$ cat src/rtl/ps2_host_port.sv
// PS/2 host port: line engine (RX, request-to-send, TX with retry), RX/TX
// byte FIFOs, sticky status flags, error counter and a level interrupt, all
// reachable over a byte-wide MMIO bus.
// Ports:
//   main_clk, reset            - system clock, synchronous active-high reset
//   external_clock_in/data_in  - raw PS/2 lines (synchronised internally)
//   external_*_pulldown        - open-drain drives, 1 = pull the line low
//   address_mmio, data_write_mmio, is_mmio_write - MMIO write side
//   data_read_mmio             - combinational read data for address_mmio
//   irq                        - registered level interrupt

// Byte FIFO holding up to 2^AW-1 entries; full is count == all ones.
module ps2_fifo #(
  parameter int AW = 4
) (
  input  logic          clk,
  input  logic          rst,
  input  logic          push,
  input  logic          pop,
  input  logic [7:0]    din,
  output logic [7:0]    head,
  output logic [AW-1:0] count,
  output logic          empty,
  output logic          dropped
);
  logic [7:0]    mem_q [2**AW];
  logic [AW-1:0] wp_q, rp_q, cnt_q;
  logic          full, push_ok, pop_ok;

  assign full    = &cnt_q;
  assign empty   = (cnt_q == '0);
  assign pop_ok  = pop & ~empty;
  // A pop in the same cycle frees a slot, so a push to a full FIFO still lands.
  assign push_ok = push & (~full | pop_ok);
  assign dropped = push & ~push_ok;
  assign head    = mem_q[rp_q];
  assign count   = cnt_q;

  always_ff @(posedge clk) begin
    if (push_ok) mem_q[wp_q] <= din;
  end

  always_ff @(posedge clk) begin
    if (rst) begin
      wp_q  <= '0;
      rp_q  <= '0;
      cnt_q <= '0;
    end else begin
      if (push_ok) wp_q <= wp_q + AW'(1);
      if (pop_ok)  rp_q <= rp_q + AW'(1);
      cnt_q <= cnt_q + AW'(push_ok) - AW'(pop_ok);
    end
  end
endmodule

module ps2_host_port #(
  parameter int CLK_HZ        = 90000000,
  parameter int RX_DEPTH_LOG2 = 8,
  parameter int TX_DEPTH_LOG2 = 4,
  parameter int INHIBIT_US    = 500,
  parameter int RTS_DATA_US   = 30,
  parameter int SAMPLE_US     = 15,
  parameter int TIMEOUT_US    = 511,
  parameter int RETRY_LIMIT   = 3
) (
  input  logic       main_clk,
  input  logic       reset,
  input  logic       external_clock_in,
  input  logic       external_data_in,
  output logic       external_clock_pulldown,
  output logic       external_data_pulldown,
  input  logic [2:0] address_mmio,
  input  logic [7:0] data_write_mmio,
  input  logic       is_mmio_write,
  output logic [7:0] data_read_mmio,
  output logic       irq
);
  localparam int DIV = (CLK_HZ / 1000000 > 0) ? CLK_HZ / 1000000 : 1;
  localparam int DW  = (DIV > 1) ? $clog2(DIV) : 1;

  typedef enum logic [1:0] {S_IDLE, S_RX, S_RTS, S_TX} state_e;

  state_e      st_q, st_d;
  logic [DW-1:0] div_q;
  logic        tick;
  logic        ck_m_q, ck_s_q, dt_m_q, dt_s_q, ckprev_q, ckprev_d;
  logic [3:0]  bit_q, bit_d;
  logic [9:0]  sr_q, sr_d;
  logic [15:0] smp_q, smp_d, gap_q, gap_d, rts_q, rts_d;
  logic        pend_q, pend_d, ckpd_q, ckpd_d, dtpd_q, dtpd_d;
  logic [7:0]  tries_q, tries_d, ecnt_q, ecnt_d;
  logic        conn_q, conn_d, rxdrop_q, rxdrop_d, txfail_q, txfail_d, ferr_q, ferr_d;
  logic [1:0]  ien_q, ien_d;
  logic        irq_q, irq_d;

  logic        fall, act, tmo, fail;
  logic        eng_rx_push, eng_tx_pop, set_conn, clr_conn, set_txfail, set_ferr, err_inc;
  logic        rx_pop, tx_push, ien_we, ecnt_clr;
  logic [2:0]  w1c;
  logic [7:0]  rx_head, tx_head;
  logic [RX_DEPTH_LOG2-1:0] rx_cnt;
  logic [TX_DEPTH_LOG2-1:0] tx_cnt;
  logic        rx_empty, tx_empty, rx_drop, tx_drop;

  assign tick = (div_q == DW'(DIV - 1));

  assign rx_pop   = is_mmio_write && address_mmio == 3'd0;
  assign tx_push  = is_mmio_write && address_mmio == 3'd1;
  assign ien_we   = is_mmio_write && address_mmio == 3'd5;
  assign ecnt_clr = is_mmio_write && address_mmio == 3'd6;
  assign w1c      = (is_mmio_write && address_mmio == 3'd4) ? data_write_mmio[3:1] : 3'b000;

  ps2_fifo #(.AW(RX_DEPTH_LOG2)) u_rx_fifo (
    .clk(main_clk), .rst(reset), .push(eng_rx_push), .pop(rx_pop), .din(sr_q[8:1]),
    .head(rx_head), .count(rx_cnt), .empty(rx_empty), .dropped(rx_drop)
  );

  ps2_fifo #(.AW(TX_DEPTH_LOG2)) u_tx_fifo (
    .clk(main_clk), .rst(reset), .push(tx_push), .pop(eng_tx_pop), .din(data_write_mmio),
    .head(tx_head), .count(tx_cnt), .empty(tx_empty), .dropped(tx_drop)
  );

  // Line engine: everything below advances only on the microsecond tick.
  always_comb begin
    st_d = st_q; bit_d = bit_q; sr_d = sr_q; smp_d = smp_q; pend_d = pend_q;
    gap_d = gap_q; rts_d = rts_q; tries_d = tries_q; ckpd_d = ckpd_q; dtpd_d = dtpd_q;
    ckprev_d = ckprev_q;
    fall = 1'b0; act = 1'b0; tmo = 1'b0; fail = 1'b0;
    eng_rx_push = 1'b0; eng_tx_pop = 1'b0; set_conn = 1'b0; clr_conn = 1'b0;
    set_txfail = 1'b0; set_ferr = 1'b0; err_inc = 1'b0;
    if (tick) begin
      ckprev_d = ck_s_q;
      fall = ckprev_q & ~ck_s_q;
      act  = pend_q && smp_q == '0;
      tmo  = gap_q > 16'(TIMEOUT_US);
      if (pend_q && smp_q != '0) smp_d = smp_q - 16'd1;
      if (st_q == S_RX || st_q == S_TX) begin
        // Gap counter restarts on any clock transition inside a frame.
        gap_d = (ckprev_q ^ ck_s_q) ? '0 : gap_q + 16'd1;
        if (fall && !pend_q) begin pend_d = 1'b1; smp_d = 16'(SAMPLE_US - 1); end
        if (act) begin pend_d = 1'b0; bit_d = bit_q + 4'd1; end
      end
      case (st_q)
        S_IDLE: begin
          ckpd_d = 1'b0; dtpd_d = 1'b0;
          // Falling edge with data low is the device's start bit; RX wins over TX.
          if (fall && !dt_s_q) begin
            st_d = S_RX; bit_d = '0; pend_d = 1'b1; smp_d = 16'(SAMPLE_US - 1); gap_d = '0;
          end else if (!tx_empty && ck_s_q) begin
            st_d = S_RTS; rts_d = '0; ckpd_d = 1'b1;
          end
        end
        S_RTS: begin
          rts_d  = rts_q + 16'd1;
          ckpd_d = 1'b1;
          dtpd_d = rts_q >= 16'(INHIBIT_US - RTS_DATA_US);
          if (rts_q == 16'(INHIBIT_US - 1)) begin
            // Release clock, keep data low as the start bit.
            ckpd_d = 1'b0; dtpd_d = 1'b1; st_d = S_TX; bit_d = '0; pend_d = 1'b0; gap_d = '0;
          end
        end
        S_RX: begin
          if (act) begin
            // Samples shift in from the top: after 10 samples sr_q = {par, d7..d0, start}.
            sr_d = {dt_s_q, sr_q[9:1]};
            if (bit_q == 4'd10) begin
              st_d = S_IDLE;
              if (!sr_q[0] && dt_s_q && (^sr_q[9:1])) begin
                eng_rx_push = 1'b1; set_conn = 1'b1;
              end else begin
                set_ferr = 1'b1; err_inc = 1'b1;
              end
            end
          end else if (tmo) begin
            st_d = S_IDLE; set_ferr = 1'b1; err_inc = 1'b1;
          end
        end
        S_TX: begin
          if (act) begin
            if (bit_q < 4'd8)        dtpd_d = ~tx_head[bit_q[2:0]];
            else if (bit_q == 4'd8)  dtpd_d = ^tx_head;   // low when odd parity bit is 0
            else if (bit_q == 4'd9)  dtpd_d = 1'b0;       // stop bit: release
            else if (dt_s_q)         fail = 1'b1;         // no ACK
            else begin
              eng_tx_pop = 1'b1; set_conn = 1'b1; tries_d = '0; st_d = S_IDLE;
            end
          end else if (tmo) begin
            fail = 1'b1;
          end
          // Every failed attempt counts as an error; the last one also drops the byte.
          if (fail) begin
            err_inc = 1'b1; dtpd_d = 1'b0;
            if (tries_q == 8'(RETRY_LIMIT - 1)) begin
              eng_tx_pop = 1'b1; set_txfail = 1'b1; clr_conn = 1'b1;
              tries_d = '0; st_d = S_IDLE; ckpd_d = 1'b0;
            end else begin
              tries_d = tries_q + 8'd1; st_d = S_RTS; rts_d = '0; ckpd_d = 1'b1;
            end
          end
        end
        default: st_d = S_IDLE;
      endcase
    end
  end

  // Status, enables, error count and interrupt. A new flag set beats W1C.
  always_comb begin
    rxdrop_d = (rxdrop_q & ~w1c[0]) | rx_drop;
    txfail_d = (txfail_q & ~w1c[1]) | set_txfail | tx_drop;
    ferr_d   = (ferr_q & ~w1c[2]) | set_ferr;
    conn_d   = set_conn | (conn_q & ~clr_conn);
    ien_d    = ien_we ? data_write_mmio[1:0] : ien_q;
    ecnt_d   = ecnt_q;
    if (ecnt_clr)                        ecnt_d = err_inc ? 8'd1 : 8'd0;
    else if (err_inc && ecnt_q != 8'hFF) ecnt_d = ecnt_q + 8'd1;
    irq_d = (ien_q[0] & ~rx_empty) | (ien_q[1] & (rxdrop_q | txfail_q | ferr_q));
  end

  always_ff @(posedge main_clk) begin
    if (reset) begin
      div_q <= '0; st_q <= S_IDLE;
      ck_m_q <= 1'b1; ck_s_q <= 1'b1; dt_m_q <= 1'b1; dt_s_q <= 1'b1; ckprev_q <= 1'b1;
      bit_q <= '0; sr_q <= '0; smp_q <= '0; gap_q <= '0; rts_q <= '0; pend_q <= 1'b0;
      ckpd_q <= 1'b0; dtpd_q <= 1'b0; tries_q <= '0; ecnt_q <= '0;
      conn_q <= 1'b0; rxdrop_q <= 1'b0; txfail_q <= 1'b0; ferr_q <= 1'b0;
      ien_q <= '0; irq_q <= 1'b0;
    end else begin
      div_q <= tick ? '0 : div_q + DW'(1);
      ck_m_q <= external_clock_in; ck_s_q <= ck_m_q;
      dt_m_q <= external_data_in;  dt_s_q <= dt_m_q;
      st_q <= st_d; ckprev_q <= ckprev_d; bit_q <= bit_d; sr_q <= sr_d; smp_q <= smp_d;
      gap_q <= gap_d; rts_q <= rts_d; pend_q <= pend_d; ckpd_q <= ckpd_d; dtpd_q <= dtpd_d;
      tries_q <= tries_d; ecnt_q <= ecnt_d;
      conn_q <= conn_d; rxdrop_q <= rxdrop_d; txfail_q <= txfail_d; ferr_q <= ferr_d;
      ien_q <= ien_d; irq_q <= irq_d;
    end
  end

  always_comb begin
    data_read_mmio = 8'h00;
    case (address_mmio)
      3'd0:    data_read_mmio = rx_empty ? 8'h00 : rx_head;
      3'd2:    data_read_mmio = 8'(rx_cnt);
      3'd3:    data_read_mmio = 8'(tx_cnt);
      3'd4:    data_read_mmio = {3'b000, st_q != S_IDLE, ferr_q, txfail_q, rxdrop_q, conn_q};
      3'd5:    data_read_mmio = {6'b0, ien_q};
      3'd6:    data_read_mmio = ecnt_q;
      default: data_read_mmio = 8'h00;
    endcase
  end

  assign external_clock_pulldown = ckpd_q;
  assign external_data_pulldown  = dtpd_q;
  assign irq                     = irq_q;
endmodule

$ cat config.mk
export PLATFORM = sky130hd
export DESIGN_NAME = ps2_host_port
export DESIGN_NICKNAME = d
export VERILOG_FILES = /design/src/rtl/ps2_host_port.sv
export SDC_FILE = /design/constraint.sdc
export NUM_CORES = 2
export LEC_CHECK = 0
export BUFFER_PORTS_ARGS = -buffer_cell sky130_fd_sc_hd__buf_2
export CAP_MARGIN = 20
export CORE_MARGIN = 2
export CORE_UTILIZATION = 50
export DETAILED_ROUTE_END_ITERATION = 6
export PLACE_DENSITY_LB_ADDON = 0.05
export SYNTH_ARGS = -nofsm -noshare
export SYNTH_HDL_FRONTEND = slang
export SYNTH_SLANG_ARGS = --single-unit
export TNS_END_PERCENT = 20
$ cat constraint.sdc
create_clock -name main_clk -period 16.5 [get_ports main_clk]
set_input_delay 4.125 -clock main_clk [delete_from_list [all_inputs] [get_ports main_clk]]
set_output_delay 4.125 -clock main_clk [all_outputs]
set_load 0.01 [all_outputs]
==> results_dict.tcl <==
set metrics [dict create \
    status "completed" \
    cts_buffers 234 \
    synth-edff-count 2176 \
    critPathBufInv 3 \
    cts.clk_slew.worst_paths_ns 0.06 \
    cpMaxStageDelayCell "dfxtp_4" \
    worst_pin_slew_ns 1.12 \
    critPathMaxFanout 40 \
    syn_area_sq_um 91300 \
    core-area_sq_um 181000 \
    setup.worst_path.class "flip-flop to output port" \
    post_cts_resize_count 0 \
    drc_errors 0 \
    port_buffers 26 \
    rr_endpoint "u_rx_fifo.mem_q[126][2]" \
    cts_tree "done" \
    p_int_w 0.00942 \
    drv_slew 0 \
    clk_path_buf_depth 3 \
    p_sw_w 0.00237 \
    final_layout_size_suffix_gt1_share_pct 25.2 \
    synth_top_cell_area_share_pct 71.6 \
    period_needed_ns 10.60 \
    p_seq_share_pct 54.1 \
    crit_top_cell "mux4_2" \
    row_count 156 \
    async_flop_share_pct 0 \
    tns_ns 0 \
    place.gp.congestion 0.788 \
    ant_nets 0 \
    start_kind "flip-flop" \
    clkSinkCount 2326 \
    critPathMaxStageDelay_ns 0.90 \
    yosys_register_bits 2326 \
    finalSetupViolCount 0 \
    insertion_delay_ns 0.85 \
    synth.area.top_cells "edfxtp_1 72%, mux4_2 17%, dfxtp_1 3.3%, nor2_1 1.6%, ha_1 0.62%" \
    die_area_sq_um 186000 \
    synth.distinct_cells 65 \
    grt_max_degree 204 \
    reg2reg_slack_ns 11.01 \
    cts_root_buf "clkbuf_16" \
    grt_usage_pct 22.7 \
    fmax_mhz 94.3 \
    grt_pass1_vias 43044 \
    post_drt_wl_per_cell_um 29.8 \
    grt_pass1_wl_um 306000 \
    rsz0062_at_grt "no" \
    dieWidth_um 431 \
    hpwlAfterDp_um 125000 \
    reg2regPathDepth 9 \
    max-slew-margin-rel_pct 25.5 \
    cap_violations 0 \
    ctsHoldBuffers 0 \
    hp-class "flip-flop to flip-flop" \
    path_depth 10 \
    clkPwrFrac_pct 43.2 \
    timing.rr.start "smp_q[4]" \
    end_kind "output port" \
    synth_top_cell_by_area "edfxtp_1" \
    skew_ns 0.0269 \
    viasPerCell 6.03 \
    p_per_area_nw_per_um2 116 \
    total_leakage_power_nw 31.1 \
    drtPass1Iterations 6 \
    netlist_instances 4327 \
    worstSetupEndpoint "data_read_mmio[0]" \
    fin_nets 4493 \
    start_util_pct 50.4 \
    holdPathStages 1 \
    syn_nets 4390 \
    yosys_warnings 0 \
    period_share_pct 64.3 \
    crit_family "multiplexers" \
    final_core_utilization_pct 56.1 \
    ios 27 \
    ys_seq_area_share_pct 74.9 \
    syn_area_per_cell_sq_um 21.1 \
    synthToLayoutAreaGrowth_pct 11.3 \
    final-hold-violation-count 0 \
    antenna_found_initial 6 \
    drt_iter0_markers 4438 \
    dominantRegCellSynth "edfxtp_1" \
    overflow 0 \
    power_frac_comb_pct 2.7 \
    fin_cells 7002 \
    vdd_ir_drop_max_mv 0.108 \
    htree_levels 4 \
    die_h_um 431 \
    via_count 42227 \
    required_ns 12.38 \
    dp_cells 6556 \
    arrival_ns 6.48 \
    p_sw_share_pct 20.1 \
    wirelength_um 209000 \
    fin_total_pwr_w 0.0118 \
    path_cells "buf_4 > buf_4 > mux4_2 > mux4_2 > mux4_2 > mux2i_1 > nor2_1 > a211oi_1 > o21ai_0 > buf_2" \
    post_cts_buffers 0 \
]
[placed cells by master, fill, tap and decap left out, types with 12 or more instances in the layout]
master and n:
edfxtp_1 2176, mux4_2 705, nor2_1 398, clkbuf_16 240, dfxtp_1 135, nand2_1 92
clkinv_1 67, clkinv_2 59, xor2_1 56, buf_4 55, mux2i_1 52, ha_1 45
xnor2_1 44, clkbuf_1 42, inv_1 41, a21oi_1 38, nor3_1 31, nand4_1 30
o21ai_0 29, nand3_1 29, buf_2 25, and3_1 23, and2_1 21, bufinv_16 17
nor2b_1 16, dfxtp_4 12
[stage by stage]
step	hold WS [ns]	cell area, sq um	worst slack (ns)
after floorplan	0.389	91300	7.13
after global placement	0.404	94100	6.06
after detailed placement	0.399	94100	6.08
after CTS	0.422	101000	5.66
after global routing	0.437	102000	5.48
final	0.418	102000	5.90
[power by group through the flow]
stage	registers, W	logic (W)	clock network, W
floorplan	0.00649	0.000244	0
global placement	0.00650	0.000326	0
detailed placement	0.00650	0.000327	0
CTS	0.00638	0.000328	0.00521
global route	0.00637	0.000348	0.00542
finish	0.00638	0.000320	0.00510
[logic make-up (layout without fill, tap and decap cells)]
group                    count (synthesis)  in the layout  synth area share (%)
flip-flops                            2326           2326                  74.9
multiplexers                           763            763                  18.0
AND/OR/NAND/NOR                        699            699                  3.48
buffers and inverters                  272            574                  1.16
AO/OA/AOI/OAI                          119            119                 0.828
XOR/XNOR                               101            101                 0.984
adder cells (fa/ha/maj)                 47             47                 0.661
other                                    0              3                     0
[area by class of cell]
type / instances / area, sq um
Tap cell: 2370 / 2970
Clock inverter: 153 / 1180
Clock buffer: 282 / 6160
Sequential cell: 2326 / 68400
Antenna cell: 3 / 7.51
Fill cell: 13538 / 79500
Timing Repair Buffer: 97 / 857
Multi-Input combinational cell: 1729 / 21900
Inverter: 42 / 158
[Yosys cell counts (7+ instances only)]
cell type  number
edfxtp_1     2176
mux4_2        705
nor2_1        398
dfxtp_1       150
clkbuf_1      134
nand2_1        92
buf_1          66
xor2_1         56
mux2i_1        52
ha_1           45
xnor2_1        44
inv_1          41
a21oi_1        38
nor3_1         32
buf_2          30
nand4_1        30
nand3_1        29
o21ai_0        29
and3_1         23
and2_1         21
nor2b_1        16
or3_1           9
nor4_1          7
[registers in the layout, indices dropped and copies added (netlist names), 7 cells and up, named ones only]
register	flops
u_tx_fifo.mem_q	128
u_rx_fifo.mem_q	2048
u_rx_fifo.rp_q	8
tries_q	8
ecnt_q	8
sr_q	10
u_rx_fifo.count	8
smp_q	16
u_rx_fifo.wp_q	8
rts_q	16
gap_q	16
div_q	7
[metal layers]
layer | global-route usage [%] | routed length (um) | vias up
met5 | 0 | 13 | -
li1 | - | - | 18050
met2 | 36.1 | 101000 | 1182
met1 | 33.5 | 92300 | 22743
met3 | 3.59 | 11400 | 250
met4 | 5.26 | 4040 | 2
[how the worst min path moves through the flow]
stage | startpoint | endpoint
floorplan | ck_m_q | ck_s_q
global placement | ck_m_q | ck_s_q
detailed placement | ck_m_q | ck_s_q
CTS | ck_m_q | ck_s_q
global route | dt_m_q | dt_s_q
finish | ck_m_q | ck_s_q
Power figures use the tool's default switching activity.
